[src/rtl/sd_arb_pkg.sv]
// sd_arb_pkg: shared constants and types for the SD sector arbiter.
//   - state_t     : arbiter FSM states (IDLE, ISSUE, WAIT)
//   - op_t        : latched transfer direction
//   - NUM_CLIENTS, SECTOR_BYTES, ADDR_W : interface geometry
//   - SLOT_*      : fixed client slot assignment (floppy A/B, ACSI 0/1)
//   - slot_onehot : index -> one-hot slot vector
package sd_arb_pkg;

  localparam int NUM_CLIENTS  = 4;
  localparam int SECTOR_BYTES = 512;
  localparam int ADDR_W       = $clog2(SECTOR_BYTES);

  localparam int SLOT_FDA   = 0;
  localparam int SLOT_FDB   = 1;
  localparam int SLOT_ACSI0 = 2;
  localparam int SLOT_ACSI1 = 3;

  typedef enum logic [1:0] {
    IDLE  = 2'd0,
    ISSUE = 2'd1,
    WAIT  = 2'd2
  } state_t;

  typedef enum logic {
    OP_READ  = 1'b0,
    OP_WRITE = 1'b1
  } op_t;

  function automatic logic [3:0] slot_onehot(input logic [1:0] idx);
    slot_onehot = 4'b0001 << idx;
  endfunction

endpackage

[src/rtl/sd_arb_rr_pick.sv]
// sd_arb_rr_pick: combinational 4-way round-robin picker.
// Ports:
//   req   in  4 : request vector
//   ptr   in  2 : index with highest priority this cycle
//   idx   out 2 : first requesting index at or after ptr (wrapping)
//   valid out 1 : any request present
module sd_arb_rr_pick (
  input  logic [3:0] req,
  input  logic [1:0] ptr,
  output logic [1:0] idx,
  output logic       valid
);

  // rot[k] is the request of the slot k positions after the pointer.
  logic [3:0] rot;

  generate
    for (genvar gi = 0; gi < 4; gi++) begin : g_rot
      assign rot[gi] = req[ptr + 2'(gi)];
    end
  endgenerate

  // Scan from the far end so the nearest request overwrites the result.
  always_comb begin
    idx   = ptr;
    valid = 1'b0;
    for (int k = 3; k >= 0; k--) begin
      if (rot[k]) begin
        idx   = ptr + 2'(k);
        valid = 1'b1;
      end
    end
  end

endmodule

[src/rtl/sd_sector_arbiter.sv]
// sd_sector_arbiter: shares the SD card wrapper's single sector interface
// among four clients (floppy A/B on slots 0/1, ACSI 0/1 on slots 2/3).
// Round-robin arbitration of read/write requests, per-slot mount tracking,
// byte routing to/from the granted client.
// Optional feature macro: SD_ARB_TIMEOUT_EN (per-transfer watchdog).
// Ports:
//   clk, rstn             : clock, synchronous active-low reset
//   req_rd/req_wr   [4]   : client requests (level, held until done)
//   req_sector      [128] : per-client sector numbers
//   done [4], err         : completion pulse per client, err=1 on failure
//   cl_outen [4]          : per-client read byte strobe
//   cl_outaddr/cl_outbyte : broadcast read address/data
//   cl_inbyte [32]        : per-client write data bytes
//   mounted [4]           : current mount flags
//   image_mounted/size    : mount reports from the wrapper
//   rstart/wstart/rsector : transfer request to the wrapper
//   rbusy, rdone          : wrapper status / completion pulse
//   outen/outaddr/outbyte : wrapper read byte stream
//   inbyte                : write byte to the wrapper
module sd_sector_arbiter
  import sd_arb_pkg::*;
#(
  parameter int          NUM_CLIENTS    = 4,
  parameter logic [31:0] TIMEOUT_CYCLES = 32'd50_000_000
) (
  input  logic                     clk,
  input  logic                     rstn,
  input  logic [NUM_CLIENTS-1:0]   req_rd,
  input  logic [NUM_CLIENTS-1:0]   req_wr,
  input  logic [32*NUM_CLIENTS-1:0] req_sector,
  output logic [NUM_CLIENTS-1:0]   done,
  output logic                     err,
  output logic [NUM_CLIENTS-1:0]   cl_outen,
  output logic [ADDR_W-1:0]        cl_outaddr,
  output logic [7:0]               cl_outbyte,
  input  logic [8*NUM_CLIENTS-1:0] cl_inbyte,
  output logic [NUM_CLIENTS-1:0]   mounted,
  input  logic [NUM_CLIENTS-1:0]   image_mounted,
  input  logic [31:0]              image_size,
  output logic [NUM_CLIENTS-1:0]   rstart,
  output logic [NUM_CLIENTS-1:0]   wstart,
  output logic [31:0]              rsector,
  input  logic                     rbusy,
  input  logic                     rdone,
  input  logic                     outen,
  input  logic [ADDR_W-1:0]        outaddr,
  input  logic [7:0]               outbyte,
  output logic [7:0]               inbyte
);

  state_t      state_reg, state_next;
  op_t         op_reg, op_next;
  logic [1:0]  grant_reg, grant_next;
  logic [1:0]  rr_reg, rr_next;
  logic [31:0] rsector_reg, rsector_next;
  logic [3:0]  done_reg, done_next;
  logic        err_reg, err_next;
  logic [3:0]  mounted_reg, mounted_next;

  logic [3:0]  req_any;
  logic [1:0]  pick_idx;
  logic        pick_valid;
  logic [31:0] sector_arr [NUM_CLIENTS];
  logic [7:0]  byte_arr   [NUM_CLIENTS];
  logic [3:0]  start_vec;
  logic        size_nz;

  assign size_nz = (image_size != 32'd0);

  // Per-slot fan-out: mount updates, request qualification, data slicing.
  // A client still sees its request high during the cycle its done pulse is
  // visible, so it is masked out for that cycle to avoid a second service.
  generate
    for (genvar gi = 0; gi < NUM_CLIENTS; gi++) begin : g_slot
      assign mounted_next[gi] = image_mounted[gi] ? size_nz : mounted_reg[gi];
      assign req_any[gi]      = (req_rd[gi] | req_wr[gi]) & ~done_reg[gi];
      assign sector_arr[gi]   = req_sector[32*gi +: 32];
      assign byte_arr[gi]     = cl_inbyte[8*gi +: 8];
    end
  endgenerate

  sd_arb_rr_pick u_pick (
    .req   (req_any),
    .ptr   (rr_reg),
    .idx   (pick_idx),
    .valid (pick_valid)
  );

`ifdef SD_ARB_TIMEOUT_EN
  logic [31:0] wait_cnt_reg, wait_cnt_next;
`else
  // The watchdog limit has no effect without the feature.
  logic unused_timeout;
  assign unused_timeout = ^TIMEOUT_CYCLES;
`endif

  // rbusy is status only; it never steers the FSM.
  logic unused_status;
  assign unused_status = rbusy;

  always_comb begin
    state_next   = state_reg;
    op_next      = op_reg;
    grant_next   = grant_reg;
    rr_next      = rr_reg;
    rsector_next = rsector_reg;
    done_next    = 4'b0000;
    err_next     = 1'b0;
`ifdef SD_ARB_TIMEOUT_EN
    wait_cnt_next = wait_cnt_reg;
`endif
    case (state_reg)
      IDLE: begin
        if (pick_valid) begin
          if (!mounted_reg[pick_idx]) begin
            // Fail fast; the rr pointer still moves past this slot.
            done_next = slot_onehot(pick_idx);
            err_next  = 1'b1;
            rr_next   = pick_idx + 2'd1;
          end else begin
            grant_next   = pick_idx;
            op_next      = req_rd[pick_idx] ? OP_READ : OP_WRITE;
            rsector_next = sector_arr[pick_idx];
            state_next   = ISSUE;
          end
        end
      end
      ISSUE: begin
        state_next = WAIT;
`ifdef SD_ARB_TIMEOUT_EN
        wait_cnt_next = 32'd0;
`endif
      end
      WAIT: begin
`ifdef SD_ARB_TIMEOUT_EN
        wait_cnt_next = wait_cnt_reg + 32'd1;
`endif
        if (rdone) begin
          done_next  = slot_onehot(grant_reg);
          err_next   = 1'b0;
          rr_next    = grant_reg + 2'd1;
          state_next = IDLE;
        end
`ifdef SD_ARB_TIMEOUT_EN
        // Counter holds k-1 during the k-th WAIT cycle.
        else if (wait_cnt_reg == TIMEOUT_CYCLES - 32'd1) begin
          done_next  = slot_onehot(grant_reg);
          err_next   = 1'b1;
          rr_next    = grant_reg + 2'd1;
          state_next = IDLE;
        end
`endif
      end
      default: state_next = IDLE;
    endcase
  end

  always_ff @(posedge clk) begin
    if (!rstn) begin
      state_reg   <= IDLE;
      op_reg      <= OP_READ;
      grant_reg   <= 2'd0;
      rr_reg      <= 2'd0;
      rsector_reg <= 32'd0;
      done_reg    <= 4'b0000;
      err_reg     <= 1'b0;
      mounted_reg <= 4'b0000;
`ifdef SD_ARB_TIMEOUT_EN
      wait_cnt_reg <= 32'd0;
`endif
    end else begin
      state_reg   <= state_next;
      op_reg      <= op_next;
      grant_reg   <= grant_next;
      rr_reg      <= rr_next;
      rsector_reg <= rsector_next;
      done_reg    <= done_next;
      err_reg     <= err_next;
      mounted_reg <= mounted_next;
`ifdef SD_ARB_TIMEOUT_EN
      wait_cnt_reg <= wait_cnt_next;
`endif
    end
  end

  // Start is decoded from state, so it drops as soon as the FSM returns to
  // IDLE; the IDLE cycle guarantees a low gap before the next grant's edge.
  assign start_vec = ((state_reg == ISSUE) || (state_reg == WAIT)) ?
                     slot_onehot(grant_reg) : 4'b0000;
  assign rstart    = (op_reg == OP_READ)  ? start_vec : 4'b0000;
  assign wstart    = (op_reg == OP_WRITE) ? start_vec : 4'b0000;
  assign rsector   = rsector_reg;
  assign done      = done_reg;
  assign err       = err_reg;
  assign mounted   = mounted_reg;

  assign cl_outen   = (outen && (state_reg == WAIT)) ? slot_onehot(grant_reg) : 4'b0000;
  assign cl_outaddr = outaddr;
  assign cl_outbyte = outbyte;
  assign inbyte     = byte_arr[grant_reg];

endmodule

[config.mk]
export PLATFORM = sky130hd
export DESIGN_NAME = sd_sector_arbiter
export DESIGN_NICKNAME = d
export VERILOG_FILES = /design/src/rtl/sd_arb_pkg.sv /design/src/rtl/sd_arb_rr_pick.sv /design/src/rtl/sd_sector_arbiter.sv
export SDC_FILE = /design/constraint.sdc
export NUM_CORES = 1
export LEC_CHECK = 0
export BUFFER_PORTS_ARGS = -buffer_cell sky130_fd_sc_hd__clkbuf_2
export CORE_MARGIN = 3
export CORE_UTILIZATION = 25
export CTS_BUF_LIST = sky130_fd_sc_hd__clkbuf_16
export DETAILED_ROUTE_END_ITERATION = 16
export GPL_ROUTABILITY_DRIVEN = 0
export GPL_TIMING_DRIVEN = 0
export MAX_ROUTING_LAYER = met4
export SLEW_MARGIN = 0
export SYNTH_ARGS = -nofsm -noshare
export SYNTH_HDL_FRONTEND = slang
export SYNTH_SLANG_ARGS = --single-unit
[constraint.sdc]
create_clock -name clk -period 1.7 [get_ports clk]
set_clock_uncertainty 0.05 [all_clocks]
set_input_delay 0.17 -clock clk [delete_from_list [all_inputs] [get_ports clk]]
set_output_delay 0.17 -clock clk [all_outputs]
set_load 0.02 [all_outputs]
# Word level (Yosys, flattened, before mapping)
# Index checks and enable logic that the tools add are counted.
totals:
  regBits: 48
  inputBits: 226
  out_inout_bits: 78
  word_cells: 98
classes:
  n_addsub: 5
  magnitude_cmp: 7
  eq_ne: 6
  n_shift: 2
  n_mux: 44
  bitwise: 14
  n_reduce_logical: 9
op_table:
  columns: ["cell", "count"]
  rows:
  - ["32-bit binary-select mux with 2-bit select", 1]
  - ["32-bit two-way mux", 2]
  - ["32-bit nonzero test", 1]
  - ["4-bit two-way mux", 7]
  - ["2-bit two-way mux", 10]
  - ["8-bit binary-select mux with 2-bit select", 1]
  - ["8-bit two-way mux", 2]
  - ["2-bit by 3-bit less-than comparator with 1-bit output (second input constant)", 5]
  - ["1-bit binary-select mux with 2-bit select", 6]
  - ["1-bit two-way mux", 12]
  - ["3-bit AND reduction", 3]
  - ["2-bit inequality test (second input constant)", 4]
  - ["4-bit one-hot mux with 2 select lines", 1]
  - ["1-bit by 2-bit << shifter with 4-bit output (first input constant)", 2]
  - ["2-bit by 1-bit adder with 2-bit output (second input constant)", 3]
  - ["3-bit greater-or-equal comparator (second input constant)", 2]
  - ["2-bit inverter with 3-bit output", 2]
  - ["2-bit one-hot mux with 3 select lines", 1]
  - ["2-bit adder (second input constant)", 2]
  - ["1-bit bitwise AND", 4]
  - ["1-bit inverter", 4]
  - ["1-bit bitwise OR", 4]
  - ["2-bit one-hot mux with 2 select lines", 1]
  - ["4-bit AND reduction", 1]
  - ["6 further kinds", 6]

# Depth between registers and ports, before layout
# Gate-level depths: netlist of run 1.
depth:
  depth_word: 13
  ltp_mapped: 10
  ltp_nobuf: 7

# Hierarchy
# Synthesis of run 1 repeated with hierarchy kept, for this count alone.
unflattened:
  cells_unflattened: 342
  area_unflattened_um2: 3238.1
by_module_without_submodules:
  columns: ["module", "n_inst", "cells_per_inst", "area_per_inst_um2", "seq_area_each_um2"]
  rows:
  - ["sd_sector_arbiter", 1, 326, 3138.0, 960.9]
  - ["sd_arb_rr_pick", 1, 16, 100.1, 0.0]

# Worst setup path after synthesis of run 1
# Ideal clock, no wire load.
synth_path:
  kind: "reg-to-reg"
  startpoint: "reg done_reg[2], in the netlist done[2]"
  endpoint: "reg rsector_reg[15], in the netlist rsector[15]"
  setup_ns: 0.134
  t_arrival_ns: 1.898
  required_time_ns: 1.516
  path_slack_ns: -0.382
  stages_incl_launch_ff: 11
  path_buffers: 3
  period_less_slack_ns: 2.082
  path_cell_list: "dfxtp_1 o21bai_4 buf_6 nand3_2 a211oi_1 nor2_1 o2111a_1 buf_6 buf_8 a21oi_1 a311oi_2"
synth_via:
  elab_chain_cells: 12
  elab_cells_between_ends: 25
  classes_between: "mux (21); bitwise (3); reduce/logical (1)"
synth_lines:
  columns: ["item", "line", "text"]
  rows:
  - ["from (decl)", "sd_sector_arbiter.sv:56", "logic [3:0] done_reg, done_next;"]
  - ["from (signal assigned)", "sd_sector_arbiter.sv:177", "done_reg <= done_next;"]
  - ["1-bit inverter *", "sd_sector_arbiter.sv:76", "assign req_any[gi] = (req_rd[gi] | req_wr[gi]) & ~done_reg[gi];"]
  - ["1-bit bitwise AND *", "sd_sector_arbiter.sv:76", null]
  - ["1-bit binary-select mux with 2-bit select", "sd_arb_rr_pick.sv:19", "assign rot[gi] = req[ptr + 2'(gi)];"]
  - ["1-bit two-way mux (implied by the code)", "sd_arb_rr_pick.sv:19", null]
  - ["2-bit two-way mux (4 in a row)", "sd_arb_rr_pick.sv:28", "if (rot[k]) begin"]
  - ["2-bit inverter with 3-bit output (implied by the code)", "sd_sector_arbiter.sv:123", "rsector_next = sector_arr[pick_idx];"]
  - ["32-bit binary-select mux with 2-bit select", "sd_sector_arbiter.sv:123", null]
  - ["32-bit two-way mux (implied by the code) (2 in a row)", "sd_sector_arbiter.sv:123", null]
  - ["to (signal assigned)", "sd_sector_arbiter.sv:176", "rsector_reg <= rsector_next;"]
  - ["to (decl)", "sd_sector_arbiter.sv:55", "logic [31:0] rsector_reg, rsector_next;"]
# Mark *: on every way between the ends. The rest lies on a longest branch, timed or not. The select of a mux whose other input is x is not followed.
# A chain may end at the register's enable or synchronous reset.

# Worst setup path after layout of run 1
layout_path:
  startpoint: "reg done_reg[0], in the netlist done[0]"
  endpoint: "reg rsector_reg[6], in the netlist rsector[6]"
# The elaborated chain is that of the path after synthesis.

==> qor.txt, run 1 <==
multi-input logic area: 2830 µm²
PD cells: 2000 nW/µm²
largest net degree at the start of global routing: 14
vias in the first global route: 4,607
post-route clock period utilization: 121%
global route overflow: 0
routed via count: 4,557
setup violators final: 45
Area Growth Syn to Fin: 73.3%
worst slew pin tran: 641 ps
Slew headroom: 57.3%
worst r2r src: done[0]
WP data arrival: 2220 ps
clock latency on the worst-skew pair: 290 ps
critical setup path kind: register to register
worst r2r path cells: 9
clk buf depth: 2
share of layout cells above drive strength 1: 74.5%
reg-to-reg slack, setup: -360 ps
Hold Crit Start: image_mounted[0]
HP Class: input pin to register
total track usage: 18.4%
hold_ws: 12.5 ps
Max rail drop VDD: 0.672 mV
leakage: 2.80 nW
Routed Antenna Nets: 0
Post-DP HPWL: 12.5 mm
global-route wire length before repair: 23.6 mm
Antenna Cells: 0
nature of the critical path startpoint: register
FF+latch area: 982 µm²
DIE WIDTH: 129 µm
Port Buffer Count: 284
RSZ-0062 raised after global routing: true
Synth Net Count: 612
outcome: finished with violations
initial antenna violation count: 0
Distinct cells, synth: 55
maximum fanout along the worst path: 10
Synth Flop Type: dfxtp_1
Initial Utilization: 25.8%
row count: 44
synth cell count leaders: a22oi_1 (65), dfxtp_1 (48), a311oi_2 (29), a21oi_1 (25), nor2_1 (20)
clock transition at the registers of the reported paths: 70 ps
initial drt markers: 229
fillers: 1,426
most frequent cell after synthesis: a22oi_1
DRC: 0
Post-Syn Area: 3780 µm²
Die Height: 129 µm
Mean Syn Cell Area: 9.87 µm²
Vias/cell: 5.17
Hold Fails Final Rpt: 0
WL final: 16.1 mm
Hold Path End: mounted[0]
Core Area: 14,600 µm²
Post-Syn Instances: 383
sequential fraction of the synthesis area: 25.4%
post-synthesis register bit count: 48
# H-tree levels: 2
Synth Warn #: 0
number of synthesized flops with an enable pin: 0
WL/cell: 18.3 µm
post-layout util: 44.7%
Critical Path End Type: register
IO Pins: 304
hold path cells: 2
setup ws final: -365 ps
Async SR Flop Fraction: 0%
Synth top area share: 25.4%
CTS tree: built
Num CTS Buffers: 5
DIE AREA: 16,600 µm²
Num Clock Sinks: 48
Req. time, crit path: 1850 ps
Max Cap Viol: 0
hold buffer count at cts: 0
max reg flops: 32
largest cells by area after synthesis: dfxtp_1 (25%), a22oi_1 (13%), a311oi_2 (12%)
NumNets Final: 926
minimum clock period: 2060 ps
reg2reg end: rsector[6]
failing checks: setup timing
highest clock rate: 484 MHz
clock root buffer master: clkbuf_16
most area-hungry cell type in the Yosys netlist: dfxtp_1
Slew Limit Fails: 0
DR pass1 iterations: 4
[placed cells by master, fill, tap and decap left out, types with 4 or more instances in the layout]
cell type,instances
mux4_2,8
mux2i_1,4
a211oi_1,4
nand2b_4,4
nand2_1,14
buf_4,40
clkbuf_2,271
inv_1,7
a311oi_2,31
nand3_1,6
nand4_1,4
a21oi_1,4
o21ai_0,7
a22oi_1,37
clkbuf_16,9
clkbuf_8,13
buf_12,4
dfxtp_4,4
nor4_1,8
dfxtp_2,5
a21oi_2,25
o21bai_4,5
buf_8,9
buf_6,15
a21oi_4,13
nor2_1,19
a22oi_2,28
dfxtp_1,39
[power by group]
group	internal [mW]	leakage [nW]	total (mW)	switching, mW
Combinational	4.69	2.32	9.93	5.24
Clock	0.531	0.0738	0.965	0.435
Sequential	1.69	0.402	2.22	0.528
[metrics by stage]
| step | instance area (µm²) | worst slack (ps) | TNS (ps) | std cells | total power [mW] |
|---|---|---|---|---|---|
| after global routing | 6550 | -443 | -18470 | 882 | 14.0 |
| after global placement | 5720 | -568 | -20920 | 851 | 10.1 |
| after CTS | 6110 | -394 | -15300 | 869 | 12.0 |
| after floorplan | 4070 | -231 | -8350 | 383 | 8.15 |
| final | 6550 | -365 | -14550 | 882 | 13.1 |
| after detailed placement | 5720 | -601 | -22770 | 851 | 10.3 |
[critical path: stages, from the launching register on]
cell and delay (ps):
dfxtp_2 340, o21bai_4 210, o211ai_1 300, a21oi_4 140
nand2b_4 100, o2111a_1 200, buf_6 170, buf_12 150
a21oi_2 60, a311oi_2 250
[per-layer routing]
| layer | global-route usage (%) | vias up | wire length (µm) |
|---|---|---|---|
| met2 | 32.3 | 230 | 8320 |
| met5 | - | - | 0 |
| li1 | - | 2144 | - |
| met4 | 5.31 | 0 | 354 |
| met3 | 3.78 | 26 | 1030 |
| met1 | 21.3 | 2157 | 6420 |
[logic make-up after synthesis]
kind of cell               Yosys count  synth area share [%]
xor gates and xnor gates             1                 0.232
and+or+nand+nor                     77                  10.4
muxes                               12                  5.83
AOI/OAI and AO/OA                  180                  43.1
adders and majority gates            3                 0.993
DFF                                 48                  25.4
buffers and inverters               62                  14.0
[cell type report]
| class | count | area share (%) |
|---|---|---|
| clock inverters | 3 | 0.172 |
| flip-flops and latches | 48 | 15.0 |
| plain buffers | 53 | 9.72 |
| well taps | 184 | 3.52 |
| repair buffers | 308 | 26.1 |
| clock buffers | 5 | 1.91 |
| multi-input cells | 274 | 43.1 |
| inverters | 7 | 0.459 |
[how the worst max path moves through the flow]
stage | slack [ps] | cells past startpoint | to | start
6_report | -360 | 9 | rsector[6] | done[0]
5_1_grt | -440 | 10 | grant_reg[1] | done[2]
3_3_place_gp | -570 | 7 | rsector[20] | req_rd[3]
2_1_floorplan | -230 | 10 | rsector[14] | done[2]
4_1_cts | -390 | 10 | rsector[12] | done[2]
3_5_place_dp | -600 | 7 | rsector[15] | req_rd[3]
[timing repair]
action                     in CTS  in global routing
resized for setup              42                 87
hold endpoints to repair        0                  0
cloned                          2                  2
buffers inserted               10                 11
setup endpoints to repair      64                 62
pin swaps                      10                 14
Power figures use the tool's default switching activity.
==> run 2: changes to the inputs <==
- CORE_MARGIN: 3 -> 2
- TNS_END_PERCENT: unset -> 10
==> run 2 against run 1 <==
  * Combinational power decreased by 6.3%
  * Sequential power shrank 3%
  * Cell area shrank 3.8%
  * The flow still finishes with violations (setup timing)
  * Worst hold slack lost 0.54 ps
  * Critical endpoint is now rsector[10]
  * First-iteration DRC count down 15%
  * Sequential cell count stayed put
  * Die area down 3.1%
  * Highest routed layer unchanged
==> qor.txt, run 2 (synthesis gave the netlist of run 1 again) <==
Antenna Cells: 0 (unchanged)
maximum fanout along the worst path: 10 (unchanged)
FF+latch area: 978 µm² (was 982 µm²)
WL/cell: 17.3 µm (was 18.3 µm)
commonest cells after routing, fill and taps aside: clkbuf_2 (274), dfxtp_1 (40), buf_4 (39), a22oi_1 (37), a21oi_2 (34) (was clkbuf_2 (271), buf_4 (40), dfxtp_1 (39), a22oi_1 (37), a311oi_2 (31))
Max Cap Viol: 0 (unchanged)
global route overflow: 0 (unchanged)
global-route wire length before repair: 22.8 mm (was 23.6 mm)
total power: 12.4 mW (was 13.1 mW)
outcome: finished with violations (unchanged)
Hold Fails Final Rpt: 0 (unchanged)
setup TNS: -16,000 ps (was -14,550 ps)
Area Growth Syn to Fin: 66.7% (was 73.3%)
Routed Antenna Nets: 0 (unchanged)
Num CTS Buffers: 5 (unchanged)
Port Buffer Count: 284 (unchanged)
multi-input logic area: 2660 µm² (was 2830 µm²)
Max rail drop VDD: 0.709 mV (was 0.672 mV)
hold buffer count at cts: 0 (unchanged)
Req. time, crit path: 1860 ps (was 1850 ps)
setup ws final: -411 ps (was -365 ps)
placed cell count: 851 (unchanged)
NumNets Final: 925 (was 926)
RSZ-0062 raised after global routing: true (unchanged)
Initial Utilization: 25.8% (unchanged)
DR pass1 iterations: 6 (was 4)
vias in the first global route: 4,603 (was 4,607)
initial antenna violation count: 0 (unchanged)
Die Height: 127 µm (was 129 µm)
Slew headroom: 54.4% (was 57.3%)
Comb power frac: 74.7% (was 75.7%)
row count: 44 (unchanged)
highest clock rate: 474 MHz (was 484 MHz)
# H-tree levels: 2 (unchanged)
fin cells: 881 (was 882)
post-route clock period utilization: 124% (was 121%)
DIE AREA: 16,100 µm² (was 16,600 µm²)
routed via count: 4,477 (was 4,557)
sw power: 5.85 mW (was 6.20 mW)
nature of the critical path startpoint: register (unchanged)
DRC: 0 (unchanged)
Critical Path End Type: register (unchanged)
Post-DP HPWL: 12.2 mm (was 12.5 mm)
max reg flops: 32 (unchanged)
CTS tree: built (unchanged)
Slew Limit Fails: 0 (unchanged)
leading cell type in the layout, fill and taps excluded: clkbuf_2 (unchanged)
HP Class: input pin to register (unchanged)
Core Area: 14,600 µm² (unchanged)
clock root buffer master: clkbuf_16 (unchanged)
largest net degree at the start of global routing: 15 (was 14)
Net Sw Frac: 47.0% (was 47.3%)
fillers: 1,430 (was 1,426)
Vias/cell: 5.08 (was 5.17)
clock latency on the worst-skew pair: 300 ps (was 290 ps)
clock transition at the registers of the reported paths: 70 ps (about the same)
clk buf depth: 2 (unchanged)
critical setup path kind: register to register (unchanged)
share of layout cells above drive strength 1: 73.5% (was 74.5%)
total track usage: 18.3% (was 18.4%)
P_int: 6.59 mW (was 6.91 mW)
Clock power frac: 8.0% (was 7.4%)
failing checks: setup timing (unchanged)
Num Clock Sinks: 48 (unchanged)
worst slew pin tran: 684 ps (was 641 ps)
minimum clock period: 2110 ps (was 2060 ps)
WP data arrival: 2270 ps (was 2220 ps)
IO Pins: 304 (unchanged)
leakage: 2.74 nW (was 2.80 nW)
DIE WIDTH: 127 µm (was 129 µm)
initial drt markers: 194 (was 229)
Reg power frac: 17.3% (was 16.9%)
WL final: 15.3 mm (was 16.1 mm)
PD cells: 1980 nW/µm² (was 2000 nW/µm²)
setup violators final: 45 (unchanged)
run 2: metrics by stage:
stage                     cell area [µm²]  setup WS, ps  hold WS (ps)  utilization (%)
after floorplan                      4050          -231           216                -
after global placement               5700          -531           324             39.0
after detailed placement             5700          -618           327             39.0
after CTS                            5980          -402          3.83             40.9
after global routing                 6300          -498          12.8             43.0
final                                6300          -411          11.9             43.0
run 2: what timing repair did:
action | 4_1_cts | 5_1_grt
gates resized for setup | 19 | 60
pin swaps | 14 | 33
endpoints found under the hold margin | 0 | 0
setup buffers | 12 | 9
setup endpoints to repair | 64 | 64
cloned | 0 | 3
run 2: final timing paths:
path	startpoint	to	slack, ps	cells after the start
setup / recovery	done[2]	rsector[10]	-410	9
hold / removal	image_mounted[1]	mounted[1]	10	2
setup reg to reg	done[2]	rsector[10]	-410	9
hold reg to reg	state_reg[1]	state_reg[1]	450	2
run 2: area by class of cell:
cell class	count	area share [%]
buffer	53	9.43
clock buffer	5	1.99
clock inverter	3	0.218
inverter	7	0.417
multi-input combinational	273	42.2
sequential	48	15.5
tap	184	3.65
timing repair buffer	308	26.6
run 2: critical path: stages (launching register included):
cell and delay [ps]:
dfxtp_4 340, o21bai_4 190, buf_6 150, clkbuf_2 150, a211oi_4 280, or2_1 160
buf_6 140, clkbuf_8 180, a22oi_1 90, a311oi_2 280
run 2: layer usage:
layer	vias to the layer above	part of all wire, %	global-route usage (%)
met5	-	0	-
met4	0	2.0	5.37
met3	24	6.0	3.25
met2	205	53	33.9
met1	2110	39	20.1
li1	2138	-	-
run 2: power by group through the flow:
stage / combinational (mW) / clock [mW] / sequential (mW)
3_5_place_dp: 8.12 / 0 / 2.09
2_1_floorplan: 5.54 / 0 / 2.56
6_report: 9.30 / 0.995 / 2.15
4_1_cts: 8.51 / 1.04 / 2.12
5_1_grt: 9.94 / 1.07 / 2.21
3_3_place_gp: 7.96 / 0 / 2.06
